<file path="config.mk">
export PLATFORM = sky130hd
export DESIGN_NAME = clock_timer_arbiter_flat
export DESIGN_NICKNAME = d
export VERILOG_FILES = /design/src/rtl/clock_timer_pkg.sv /design/src/rtl/clock_timer_if.sv /design/src/rtl/clock_timer_rr_arbiter.sv /design/src/rtl/clock_timer_arbiter.sv /design/src/flat_wrapper.sv
export SDC_FILE = /design/constraint.sdc
export NUM_CORES = 1
export LEC_CHECK = 0
export ABC_AREA = 1
export CAP_MARGIN = 25
export CELL_PAD_IN_SITES_DETAIL_PLACEMENT = 1
export CELL_PAD_IN_SITES_GLOBAL_PLACEMENT = 2
export CORE_MARGIN = 1
export CORE_UTILIZATION = 21
export DETAILED_ROUTE_END_ITERATION = 10
export HOLD_SLACK_MARGIN = 0.12
export PLACE_DENSITY = 0.78
export SLEW_MARGIN = 20
export SYNTH_ARGS = -nofsm -noshare
export SYNTH_HDL_FRONTEND = slang
export SYNTH_HIERARCHICAL = 1
export SYNTH_SLANG_ARGS = --single-unit
export TNS_END_PERCENT = 100
</file>
<file path="constraint.sdc">
create_clock -name clock -period 2.31 [get_ports clock]
set_clock_uncertainty 0.2 [all_clocks]
set_input_delay 0.231 -clock clock [delete_from_list [all_inputs] [get_ports clock]]
set_output_delay 0.231 -clock clock [all_outputs]
set_load 0.05 [all_outputs]
</file>
<file path="src/rtl/clock_timer_pkg.sv">
// clock_timer_pkg: shared types and constants for the clock-cycle timer arbiter
//   timer_state_e            FSM states IDLE, COUNT, DONE
//   CLOCK_TIMER_COUNT_W_DEF  default width of a cycle count
//   CLOCK_TIMER_MAX_REQ      largest supported number of requesters
package clock_timer_pkg;
   typedef enum logic [1:0] {IDLE, COUNT, DONE} timer_state_e;
   localparam int CLOCK_TIMER_COUNT_W_DEF = 16;
   localparam int CLOCK_TIMER_MAX_REQ = 16;
endpackage

</file>
<file path="src/rtl/clock_timer_if.sv">
// clock_timer_if: request/grant bundle between requesters (master) and the shared timer (slave)
//   req        per-requester request level
//   req_count  packed counts, requester i at [i*COUNT_W +: COUNT_W]
//   abort      cancels the active countdown
//   grant      one-hot timer owner
//   done       one-cycle expiry pulse to the owner
//   busy       timer not idle
//   remaining  current countdown value
interface clock_timer_if
   import clock_timer_pkg::*;
#(
   parameter int NUM_REQ = 4,
   parameter int COUNT_W = CLOCK_TIMER_COUNT_W_DEF
);
   logic [NUM_REQ-1:0]         req;
   logic [NUM_REQ*COUNT_W-1:0] req_count;
   logic                       abort;
   logic [NUM_REQ-1:0]         grant;
   logic [NUM_REQ-1:0]         done;
   logic                       busy;
   logic [COUNT_W-1:0]         remaining;
   modport master (output req, req_count, abort, input grant, done, busy, remaining);
   modport slave (input req, req_count, abort, output grant, done, busy, remaining);
endinterface

</file>
<file path="src/rtl/clock_timer_rr_arbiter.sv">
// clock_timer_rr_arbiter: combinational one-hot winner selection among requesters
//   clock, reset_n  clock and async active-low reset (pointer only)
//   req             request vector
//   take            the winner is being granted this edge; advances the pointer
//   win             one-hot winner, zero when no request
// CLOCK_TIMER_RR_EN defined: round-robin starting after the last winner;
// undefined: fixed priority, lowest index wins, no pointer register.
module clock_timer_rr_arbiter
   import clock_timer_pkg::*;
#(
   parameter int NUM_REQ = 4
) (
   input  logic               clock,
   input  logic               reset_n,
   input  logic [NUM_REQ-1:0] req,
   input  logic               take,
   output logic [NUM_REQ-1:0] win
);
`ifdef CLOCK_TIMER_RR_EN
   localparam int PW = $clog2(NUM_REQ);
   logic [PW-1:0] ptr_q, win_idx, j;
   // Scan from farthest to nearest so the index closest to the pointer wins last.
   always_comb begin
      win = '0;
      win_idx = '0;
      j = '0;
      for (int k = NUM_REQ - 1; k >= 0; k--) begin
         j = PW'((int'(ptr_q) + k) % NUM_REQ);
         if (req[j]) begin
            win = NUM_REQ'(1) << j;
            win_idx = j;
         end
      end
   end
   always_ff @(posedge clock or negedge reset_n)
      if (!reset_n) ptr_q <= '0;
      else if (take && |req) ptr_q <= (win_idx == PW'(NUM_REQ - 1)) ? '0 : win_idx + PW'(1);
`else
   logic unused_ok;
   assign unused_ok = ^{clock, reset_n, take};
   // Isolate the lowest set bit.
   assign win = req & (~req + NUM_REQ'(1));
`endif
endmodule

</file>
<file path="src/rtl/clock_timer_arbiter.sv">
// clock_timer_arbiter: one countdown timer shared among NUM_REQ requesters
//   clock    single clock, posedge
//   reset_n  async active-low reset
//   bus      clock_timer_if slave: req/req_count/abort in, grant/done/busy/remaining out
// Optional macro CLOCK_TIMER_RR_EN selects round-robin instead of fixed priority.
module clock_timer_arbiter
   import clock_timer_pkg::*;
#(
   parameter int NUM_REQ = 4,
   parameter int COUNT_W = CLOCK_TIMER_COUNT_W_DEF
) (
   input  logic         clock,
   input  logic         reset_n,
   clock_timer_if.slave bus
);
   timer_state_e       state_q, state_d;
   logic [COUNT_W-1:0] cnt_q, cnt_d, win_cnt;
   logic [NUM_REQ-1:0] grant_q, grant_d, done_q, done_d, win;
   logic               take;
   assign take = (state_q == IDLE) && |bus.req;
   clock_timer_rr_arbiter #(.NUM_REQ(NUM_REQ)) u_arb (
      .clock   (clock),
      .reset_n (reset_n),
      .req     (bus.req),
      .take    (take),
      .win     (win)
   );
   always_comb begin
      win_cnt = '0;
      for (int i = 0; i < NUM_REQ; i++)
         win_cnt |= win[i] ? bus.req_count[i*COUNT_W +: COUNT_W] : '0;
   end
   // Counter is zeroed whenever COUNT is left so it doubles as the remaining output.
   always_comb begin
      state_d = state_q;
      cnt_d = cnt_q;
      grant_d = grant_q;
      done_d = '0;
      if (state_q == IDLE) begin
         if (take) begin
            state_d = COUNT;
            grant_d = win;
            cnt_d = (win_cnt == '0) ? COUNT_W'(1) : win_cnt;
         end
      end else if (state_q == COUNT) begin
         // Cancel is checked before expiry so it wins on the expiry edge.
         if (bus.abort || !(|(bus.req & grant_q))) begin
            state_d = IDLE;
            grant_d = '0;
            cnt_d = '0;
         end else if (cnt_q == COUNT_W'(1)) begin
            state_d = DONE;
            grant_d = '0;
            cnt_d = '0;
            done_d = grant_q;
         end else begin
            cnt_d = cnt_q - COUNT_W'(1);
         end
      end else begin
         state_d = IDLE;
      end
   end
   always_ff @(posedge clock or negedge reset_n)
      if (!reset_n) begin
         state_q <= IDLE;
         cnt_q <= '0;
         grant_q <= '0;
         done_q <= '0;
      end else begin
         state_q <= state_d;
         cnt_q <= cnt_d;
         grant_q <= grant_d;
         done_q <= done_d;
      end
   assign bus.grant = grant_q;
   assign bus.done = done_q;
   assign bus.busy = (state_q != IDLE);
   assign bus.remaining = cnt_q;
endmodule

</file>
<file path="src/flat_wrapper.sv">
// flat-port wrapper written by rule: the top's interface ports become plain ports
module clock_timer_arbiter_flat import clock_timer_pkg::*;
#(
   parameter int NUM_REQ = 4,
   parameter int COUNT_W = CLOCK_TIMER_COUNT_W_DEF
)
  (clock, reset_n, bus_req, bus_req_count, bus_abort, bus_grant, bus_done, bus_busy, bus_remaining);
  clock_timer_if #(.NUM_REQ(NUM_REQ), .COUNT_W(COUNT_W)) bus_i ();
  input  logic clock;
  input  logic reset_n;
  input wire logic [$bits(bus_i.req)-1:0] bus_req;
  input wire logic [$bits(bus_i.req_count)-1:0] bus_req_count;
  input wire logic [$bits(bus_i.abort)-1:0] bus_abort;
  output wire logic [$bits(bus_i.grant)-1:0] bus_grant;
  output wire logic [$bits(bus_i.done)-1:0] bus_done;
  output wire logic [$bits(bus_i.busy)-1:0] bus_busy;
  output wire logic [$bits(bus_i.remaining)-1:0] bus_remaining;
  assign bus_i.req = bus_req;
  assign bus_i.req_count = bus_req_count;
  assign bus_i.abort = bus_abort;
  assign bus_grant = bus_i.grant;
  assign bus_done = bus_i.done;
  assign bus_busy = bus_i.busy;
  assign bus_remaining = bus_i.remaining;
  clock_timer_arbiter #(.NUM_REQ(NUM_REQ), .COUNT_W(COUNT_W)) u_core (.clock(clock), .reset_n(reset_n), .bus(bus_i));
endmodule
</file>
* Word level (Yosys, flattened, before mapping)
Cells that the tools add are included.
Word-level totals: input bits 71, flip-flop bits (word level) 26
Operators by class: add/sub/neg operators 2, eq/ne operators 4, bitwise gates (word level) 6, reduce and logical (&&, ||, !) cells 13, muxes and demuxes 24
Operators by type and width (count):
- 16-bit 2-to-1 mux | 10
- 16-bit bitwise OR | 3
- 4-bit 2-to-1 mux | 9
- 16-bit by 1-bit == test with 1-bit output, second input constant | 1
- 16-bit zero test | 1
- 16-bit by 1-bit subtractor with 16-bit output, second input constant | 1
- 2-bit 2-to-1 mux | 5
- 4-bit bitwise AND | 2
- 4-bit OR reduction | 2
- 4-bit by 1-bit adder with 4-bit output, second input constant | 1
- 4-bit by 3-bit inequality test with 1-bit output, second input constant | 1
- 4-bit NOT | 1
- 2-bit AND reduction | 2
- 2-bit nonzero test | 2
- 3-bit AND reduction | 1
- 3-bit nonzero test | 1
- 2-bit by 1-bit == test with 1-bit output, second input constant | 1
- 2-bit zero test | 1
- 2-bit by 1-bit inequality test with 1-bit output, second input constant | 1
- 1-bit logical AND | 1
- 1-bit zero test | 1
- 1-bit logical OR | 1

* Longest topological paths before layout
Gate-level depths: netlist of run 1.
depth after elaboration 11, gate-level depth with buffers 14, mapped depth without buffers 12

* Cells and area by module
Netlist of run 1, hierarchy kept.
By module, submodules not included:
- clock_timer_arbiter | cells each 350, times used 1, area each 2170.8 um^2
- clock_timer_rr_arbiter | cells each 9, times used 1, area each 37.5 um^2

* Worst setup path after synthesis of run 1
No wires, ideal clock.
kind register to register, from reg u_core.cnt_q[0] (netlist: u_core/bus.remaining[0]), to reg u_core.cnt_q[12] (netlist: u_core/bus.remaining[12]), clock period less this slack 1946 ps, setup time 120 ps, arrival 1625 ps, path slack 364 ps, cell stages (with the launch flop) 9, cells stage by stage dfrtp_1 inv_1 ha_1 nand2_2 nor3_1 xnor2_1 nor2_1 o21ai_1 nand2_1
Between the ends: cells in the longest elaborated chain, start to end 5, elaborated cells on any way between the ends 6, those cells by class 1 x add/sub; 1 x eq/ne; 4 x mux
RTL lines:
- start: declaration | RTL line clock_timer_arbiter.sv:17 | logic [COUNT_W-1:0] cnt_q, cnt_d, win_cnt;
- start signal: assignment | RTL line clock_timer_arbiter.sv:71 | cnt_q <= cnt_d;
- 16-bit by 1-bit subtractor with 16-bit output or 16-bit by 1-bit == test with 1-bit output (tied branches) | RTL line clock_timer_arbiter.sv:57, clock_timer_arbiter.sv:51
- 16-bit 2-to-1 mux * | RTL line clock_timer_arbiter.sv:51 | end else if (cnt_q == COUNT_W'(1)) begin
- 16-bit 2-to-1 mux * | RTL line clock_timer_arbiter.sv:47 | if (bus.abort || !(|(bus.req & grant_q))) begin
- 16-bit 2-to-1 mux * | RTL line clock_timer_arbiter.sv:45 | end else if (state_q == COUNT) begin
- 16-bit 2-to-1 mux * | RTL line clock_timer_arbiter.sv:39 | if (state_q == IDLE) begin
Mark *: on every way between the ends. The rest lies on a longest branch, timed or not. The select of a mux whose other input is x is not followed. A chain may end at the register's enable or synchronous reset.

* Worst setup path in the final report of run 1
from in bus_req[0], to reg u_core.cnt_q[0] (netlist: u_core/bus.remaining[0])
Between the ends: cells in the longest elaborated chain, start to end 11, elaborated cells on any way between the ends 24, those cells by class 1 x add/sub; 1 x eq/ne; 9 x mux; 6 x bitwise; 7 x reduce/logical
RTL lines:
- start: declaration | RTL line flat_wrapper.sv:11 | input wire logic [$bits(bus_i.req)-1:0] bus_req;
- 4-bit NOT * | RTL line clock_timer_rr_arbiter.sv:42 | assign win = req & (~req + NUM_REQ'(1));
- 4-bit by 1-bit adder with 4-bit output * | RTL line clock_timer_rr_arbiter.sv:42
- 4-bit bitwise AND * | RTL line clock_timer_rr_arbiter.sv:42
- via u_core.win[1] | RTL line clock_timer_arbiter.sv:18 | logic [NUM_REQ-1:0] grant_q, grant_d, done_q, done_d, win;
- 16-bit 2-to-1 mux * | RTL line clock_timer_arbiter.sv:31 | win_cnt |= win[i] ? bus.req_count[i*COUNT_W +: COUNT_W] : '0;
- 16-bit bitwise OR * (3 in series) | RTL line clock_timer_arbiter.sv:31
- 16-bit zero test | RTL line clock_timer_arbiter.sv:43 | cnt_d = (win_cnt == '0) ? COUNT_W'(1) : win_cnt;
- 16-bit 2-to-1 mux * | RTL line clock_timer_arbiter.sv:43
- 16-bit 2-to-1 mux * | RTL line clock_timer_arbiter.sv:40 | if (take) begin
- 16-bit 2-to-1 mux * | RTL line clock_timer_arbiter.sv:39
Mark *: on every way through the listed nets, which the timed path passes. The rest lies on a longest branch. The select of a mux whose other input is x is not followed.

==> results.md, run 1 <==
- Antenna-violating nets left: 0
- Non-Filler Instances: 591
- Outcome: finished clean
- Worst slew pin tran: 0.504 ns
- Top-count cell post-synth: nand2_1
- P per Cell Area: 1010 mW/mm2
- CTS max path bufs: 2
- Post-synth top cells: nand2_1, nor2_1, dfrtp_1
- Tot GR Track Use: 14.4%
- Rows: 37
- First-pass GRT wire length: 12.8 mm
- Routed wire length per instance: 13.0 um
- Simple-Gate Fraction of Synth Area: 46.8%
- Yosys reg bits: 26
- Fraction of layout instances using a drive strength above 1: 10.1%
- Critical-path cell list: clkdlybuf4s50_1 > buf_12 > nor2_1 > buf_4 > nand2_1 > nand2_1 > nor2_1 > nand2_1 > nor2_1 > nand2_1 > o21ai_1 > nand2_1 > a21oi_2
- Max cap viols: 0
- Final WL: 7.68 mm
- CTS tree: yes
- Final Slew Violations: 0
- Synth Area in XOR/XNOR: 4.76%
- CP Capture Type: register
- Clock Sink Count: 26
- Fill cell total of the finished layout: 1318
- Clock Latency Late Sink: 0.28 ns
- Min-delay worst type: in2async
- DIE AREA: 0.0109 mm2
- Synth Area in Adders: 1.13%
- Pre-Repair DR Iteration Count: 4
- Async SR Flop Fraction: 100%
- # nets final: 529
- Register area share after synthesis: 29.5%
- Final hold vios: 0
- Via count: 2499
- Number of flops mapped to enable cells by yosys: 0
- Synth warn: 6
- Yosys cell types: 29
- Setup CP Type: in2reg
- Die Y: 105 um
- Number of diodes: 0
- IO Count: 96
- Share of the synthesized area in the top cell type: 29.5%
- Via/cell ratio: 4.23
- Required time at the worst-slack endpoint: 2.32 ns
- Critical path's slowest cell: clkdlybuf4s50_1
- IO buf count: 95
- Syn nets: 432
- Htree depth: 1
- Routability cong.: 0.790
- HPWL after detailed placement: 6.34 mm
- Number of CTS-inserted buffers: 3
- Post-CTS Setup Bufs: 0
- Synth area leaders: dfrtp_1, nand2_1, nor2_1
- Clock root cell: clkbuf_8
- Placed insts: 587
- DR iter-0 viols: 85
- Place WS: -0.236 ns
- Post-Syn Area: 0.00221 mm2
- Vias in the first global route: 2598
- Die Wd: 105 um
- Largest net degree at the start of global routing: 27
- Pwr Total: 3.38 mW
- Clock-pin slew on the worst setup and hold paths: 0.09 ns
- Initial Utilization: 21.5%
- Area grow syn2layout: 51.6%
- Most frequent CP cell: nand2_1
- CP startpoint kind: input port
- Final period utilization: 91.1%
- DRC Markers: 0
- Worst ir drop on vdd: 0.401 mV
- Setup TNS: 0 ns
- Cells after Synth: 359
- Largest family of logic cells by synthesized area: simple AND/OR/NAND/NOR gates
- Synthesized area per cell: 6.15 um2
- Compound-Gate Fraction of Synth Area: 7.42%
- Worst path max stage delay: 0.54 ns
- Mux share of post-synthesis cell area: 0%
- Fin crit period: 2.11 ns
- Max frequency: 0.475 GHz
- Final hold slack: 0.130 ns
- Congestion Overflow GR: 0
- Core area: 0.0103 mm2
- Yosys top cell by area: dfrtp_1
- CP arrival: 2.12 ns
- Initial antenna violation count: 0
- Endpoints failing setup: 0
- Synth Flop Type: dfrtp_1
- CP Max Fanout: 20
- Slew headroom: 66.3%
- Final worst-path setup slack: 0.205 ns
- RSZ-0062 raised after global routing: no
- Leakage: 1.56 nW
## kinds of logic after synthesis
family          Yosys count
flops                    26
compound gates           31
simple gates            248
xor+xnor                 12
buf+inv                  40
fa+ha+maj                 2
## state kept, by name, indices dropped and copies added (netlist names)
register,cells
u_core/bus.grant,4
u_core/bus.remaining,16
u_core/state_q,2
u_core/bus.done,4
## through the flow
step	cell area [um2]	utilization, %
after floorplan	2210	-
after global placement	3270	31.8
after detailed placement	3280	31.9
after CTS	3330	32.4
after global routing	3350	32.6
final	3350	32.6
## cell type report
| type | instances | area (um2) | area share, % |
|---|---|---|---|
| sequential | 26 | 651 | 19.4 |
| inverter | 26 | 97.6 | 2.92 |
| clock buffer | 4 | 55.1 | 1.64 |
| multi-input combinational | 293 | 1330 | 39.7 |
| tap | 136 | 170 | 5.08 |
| timing repair buffer | 106 | 1040 | 31.2 |
## timing repair
item                       in CTS  in global routing
setup endpoints to repair       0                  1
gates resized for setup         0                  4
hold buffers                    0                  0
## cells in the final DEF, fill, tap and decap left out, types with 4 or more instances in the layout
master,instances
inv_1,21
o21ai_1,21
buf_4,11
nand3_1,9
nor2_1,72
xor2_1,10
a21oi_1,4
nand2_1,136
dfrtp_1,26
clkbuf_8,4
clkdlybuf4s50_1,94
inv_2,4
nor2_2,10
nand2_2,11
## worst paths after layout
kind / startpoint / slack, ns / endpoint / cells after the start
worst max-delay path: bus_req[0] / 0.20 / u_core/bus.remaining[0] / 13
worst min-delay path: reset_n / 0.13 / u_core/bus.remaining[15] / 2
worst max register to register: u_core/bus.remaining[0] / 0.34 / u_core/bus.remaining[14] / 8
worst min register to register: u_core/bus.grant[1] / 0.36 / u_core/bus.done[1] / 2
max in group asynchronous: reset_n / 1.51 / u_core/bus.remaining[2] / 2
min in group clock: u_core/bus.grant[1] / 0.36 / u_core/bus.done[1] / 2
## metal layers
metal / track usage, % / share of wire (%)
met5: 0 / 0
met4: 3.37 / 0.82
met3: 2.62 / 4.9
met2: 24.6 / 47
met1: 18.8 / 48
## where the power goes
part / total, mW / internal (mW) / switching (mW)
sequential: 0.818 / 0.609 / 0.209
clock: 0.305 / 0.153 / 0.152
combinational: 2.26 / 0.784 / 1.47
## worst max-delay path, delay by kind of cell
family	cells	cell delay [ns]
compound gates	2	0.24
simple gates	8	0.73
buf+inv	3	0.93
Note: power is estimated with default switching activity, not from simulation.
==> inputs of run 2 (changes only) <==
--- a/config.mk
+++ b/config.mk
@@ -6,7 +6,7 @@
 export NUM_CORES = 1
 export LEC_CHECK = 0
 export ABC_AREA = 1
-export CAP_MARGIN = 25
+export CAP_MARGIN = 10
 export CELL_PAD_IN_SITES_DETAIL_PLACEMENT = 1
 export CELL_PAD_IN_SITES_GLOBAL_PLACEMENT = 2
 export CORE_MARGIN = 1
==> run 2 against run 1 <==
Net effect: final cell count down 0.17%; design area is 0.22% lower; register-to-register slack lost 0.02 ns; first-iteration DRC count fell by 3.5%; non-clock buffer count is 1 lower; routed wire length shrank 1.9%; via count unchanged; critical path type unchanged; maximum frequency increased by 1.0%; sequential power is essentially flat; setup slack better by 0.021 ns.
==> results.md, run 2 (same netlist as run 1, synthesis figures left out) <==
- Clock-pin slew on the worst setup and hold paths: 0.10 ns
- CP Capture Type: register
- Final Slew Violations: 0
- Largest net degree at the start of global routing: 27
- Post-CTS Setup Bufs: 0
- Number of diodes: 0
- Die Y: 105 um
- Rows: 37
- CTS tree: yes
- Worst ir drop on vdd: 0.447 mV
- Initial Utilization: 21.5%
- Placed insts: 586
- Setup TNS: 0 ns
- Fill cell total of the finished layout: 1323
- Via count: 2499
- Leading cell type in the layout, fill and taps excluded: nand2_1
- P per Cell Area: 1010 mW/mm2
- Largest register FFs: 16
- Clock Latency Late Sink: 0.27 ns
- IO Count: 96
- Leakage: 1.55 nW
- Routed wire length per instance: 12.8 um
- Busiest grt layer: met2
- Via/cell ratio: 4.24
- Fin crit period: 2.08 ns
- CP Max Fanout: 20
- R2R setup slack: 0.32 ns
- HPWL after detailed placement: 6.29 mm
- Required time at the worst-slack endpoint: 2.32 ns
- Vias in the first global route: 2616
- Setup CP Type: in2reg
- CTS resizes: 0
- CP arrival: 2.10 ns
- Htree depth: 1
- Area grow syn2layout: 51.2%
- Fraction of layout instances using a drive strength above 1: 10.4%
- Most frequent cells in the layout: nand2_1, clkdlybuf4s50_1, nor2_1
- DRC Markers: 0
- Clock Sink Count: 26
- IO buf count: 95
- Final WL: 7.53 mm
- Endpoints failing setup: 0
- GR Layer Usage met1: 18.6%
- Final period utilization: 90.2%
- RSZ-0062 raised after global routing: no
- M3 GR Usage: 2.25%
- Number of CTS-inserted buffers: 3
- Initial antenna violation count: 0
- Post-CTS Hold Fix Bufs: 0
- Slew headroom: 56.5%
- Core area: 0.0103 mm2
- Max frequency: 0.480 GHz
- Multi-input gate area in the final layout: 0.00134 mm2
- Pre-Repair DR Iteration Count: 4
- Routability cong.: 0.790
- Clock root cell: clkbuf_8
- DIE AREA: 0.0109 mm2
- Tot GR Track Use: 14.1%
- Util after Layout: 32.5%
- CP startpoint kind: input port
- Non-Filler Instances: 590
- Congestion Overflow GR: 0
- Pwr Total: 3.38 mW
- Max cap viols: 0
- Min-delay worst type: in2async
- Outcome: finished clean
- Final hold vios: 0
- Storage cell area: 651 um2
- Antenna-violating nets left: 0
- Die Wd: 105 um
- CTS max path bufs: 2
- # nets final: 528
- First-pass GRT wire length: 12.6 mm
- DR iter-0 viols: 82
- Met2 usage: 24.0%
- Worst slew pin tran: 0.651 ns
[run 2: changes by cell type in the layout (fill, tap and decap cells not counted), sizes merged]
cell	change
buf	-1
[run 2: power by group]
group / internal (mW) / total [mW] / switching, mW
sequential: 0.609 / 0.815 / 0.207
clock: 0.153 / 0.304 / 0.151
combinational: 0.783 / 2.26 / 1.48
total: 1.54 / 3.38 / 1.83
[run 2: path summary, 6_finish.rpt]
check	startpoint	end	cells past startpoint
worst max-delay path	bus_req[0]	u_core/bus.remaining[0]	13
worst min-delay path	reset_n	u_core/bus.remaining[5]	2
worst max register to register	u_core/bus.remaining[0]	u_core/bus.remaining[14]	8
worst min register to register	u_core/bus.grant[1]	u_core/bus.done[1]	2
max in group asynchronous	reset_n	u_core/state_q[1]	2
min in group clock	u_core/bus.grant[1]	u_core/bus.done[1]	2
[run 2: area by class of cell]
cell class,instances,area share (%)
multi-input combinational,293,40.0
timing repair buffer,105,30.9
sequential,26,19.5
tap,136,5.10
inverter,26,2.92
clock buffer,4,1.65
[run 2: stage by stage]
stage / instance area [um2] / hold WS [ns] / setup slack [ns]
floorplan: 2210 / -0.265 / 0.364
global placement: 3270 / 0.322 / -0.261
detailed placement: 3270 / 0.328 / -0.283
CTS: 3320 / 0.139 / 0.0223
global route: 3340 / 0.163 / 0.00673
finish: 3340 / 0.127 / 0.225
[run 2: worst max-delay path: stages]
cell	delay (ns)
clkdlybuf4s50_1	0.52
buf_8	0.20
nor2_1	0.11
buf_4	0.20
nand2_1	0.09
nand2_1	0.07
nor2_2	0.15
nand2_1	0.07
nor2_1	0.09
nand2_1	0.06
o21ai_1	0.13
nand2_1	0.07
a21oi_2	0.11
[run 2: routing by layer]
| layer | vias up | share of wire [%] | wire, um |
|---|---|---|---|
| met5 | - | 0 | 0 |
| met4 | 0 | 0.90 | 68 |
| met3 | 5 | 5.5 | 415 |
| met2 | 70 | 47 | 3550 |
| met1 | 1137 | 47 | 3500 |
| li1 | 1287 | - | - |
==> inputs of run 3 (changes only) <==
--- a/config.mk
+++ b/config.mk
@@ -12,7 +12,7 @@
 export CORE_MARGIN = 1
 export CORE_UTILIZATION = 21
 export DETAILED_ROUTE_END_ITERATION = 10
-export HOLD_SLACK_MARGIN = 0.12
+export HOLD_SLACK_MARGIN = 0.03
 export PLACE_DENSITY = 0.78
 export SLEW_MARGIN = 20
 export SYNTH_ARGS = -nofsm -noshare
==> results of run 3 <==
Final layout, timing and power as in run 2 (identical DEF).
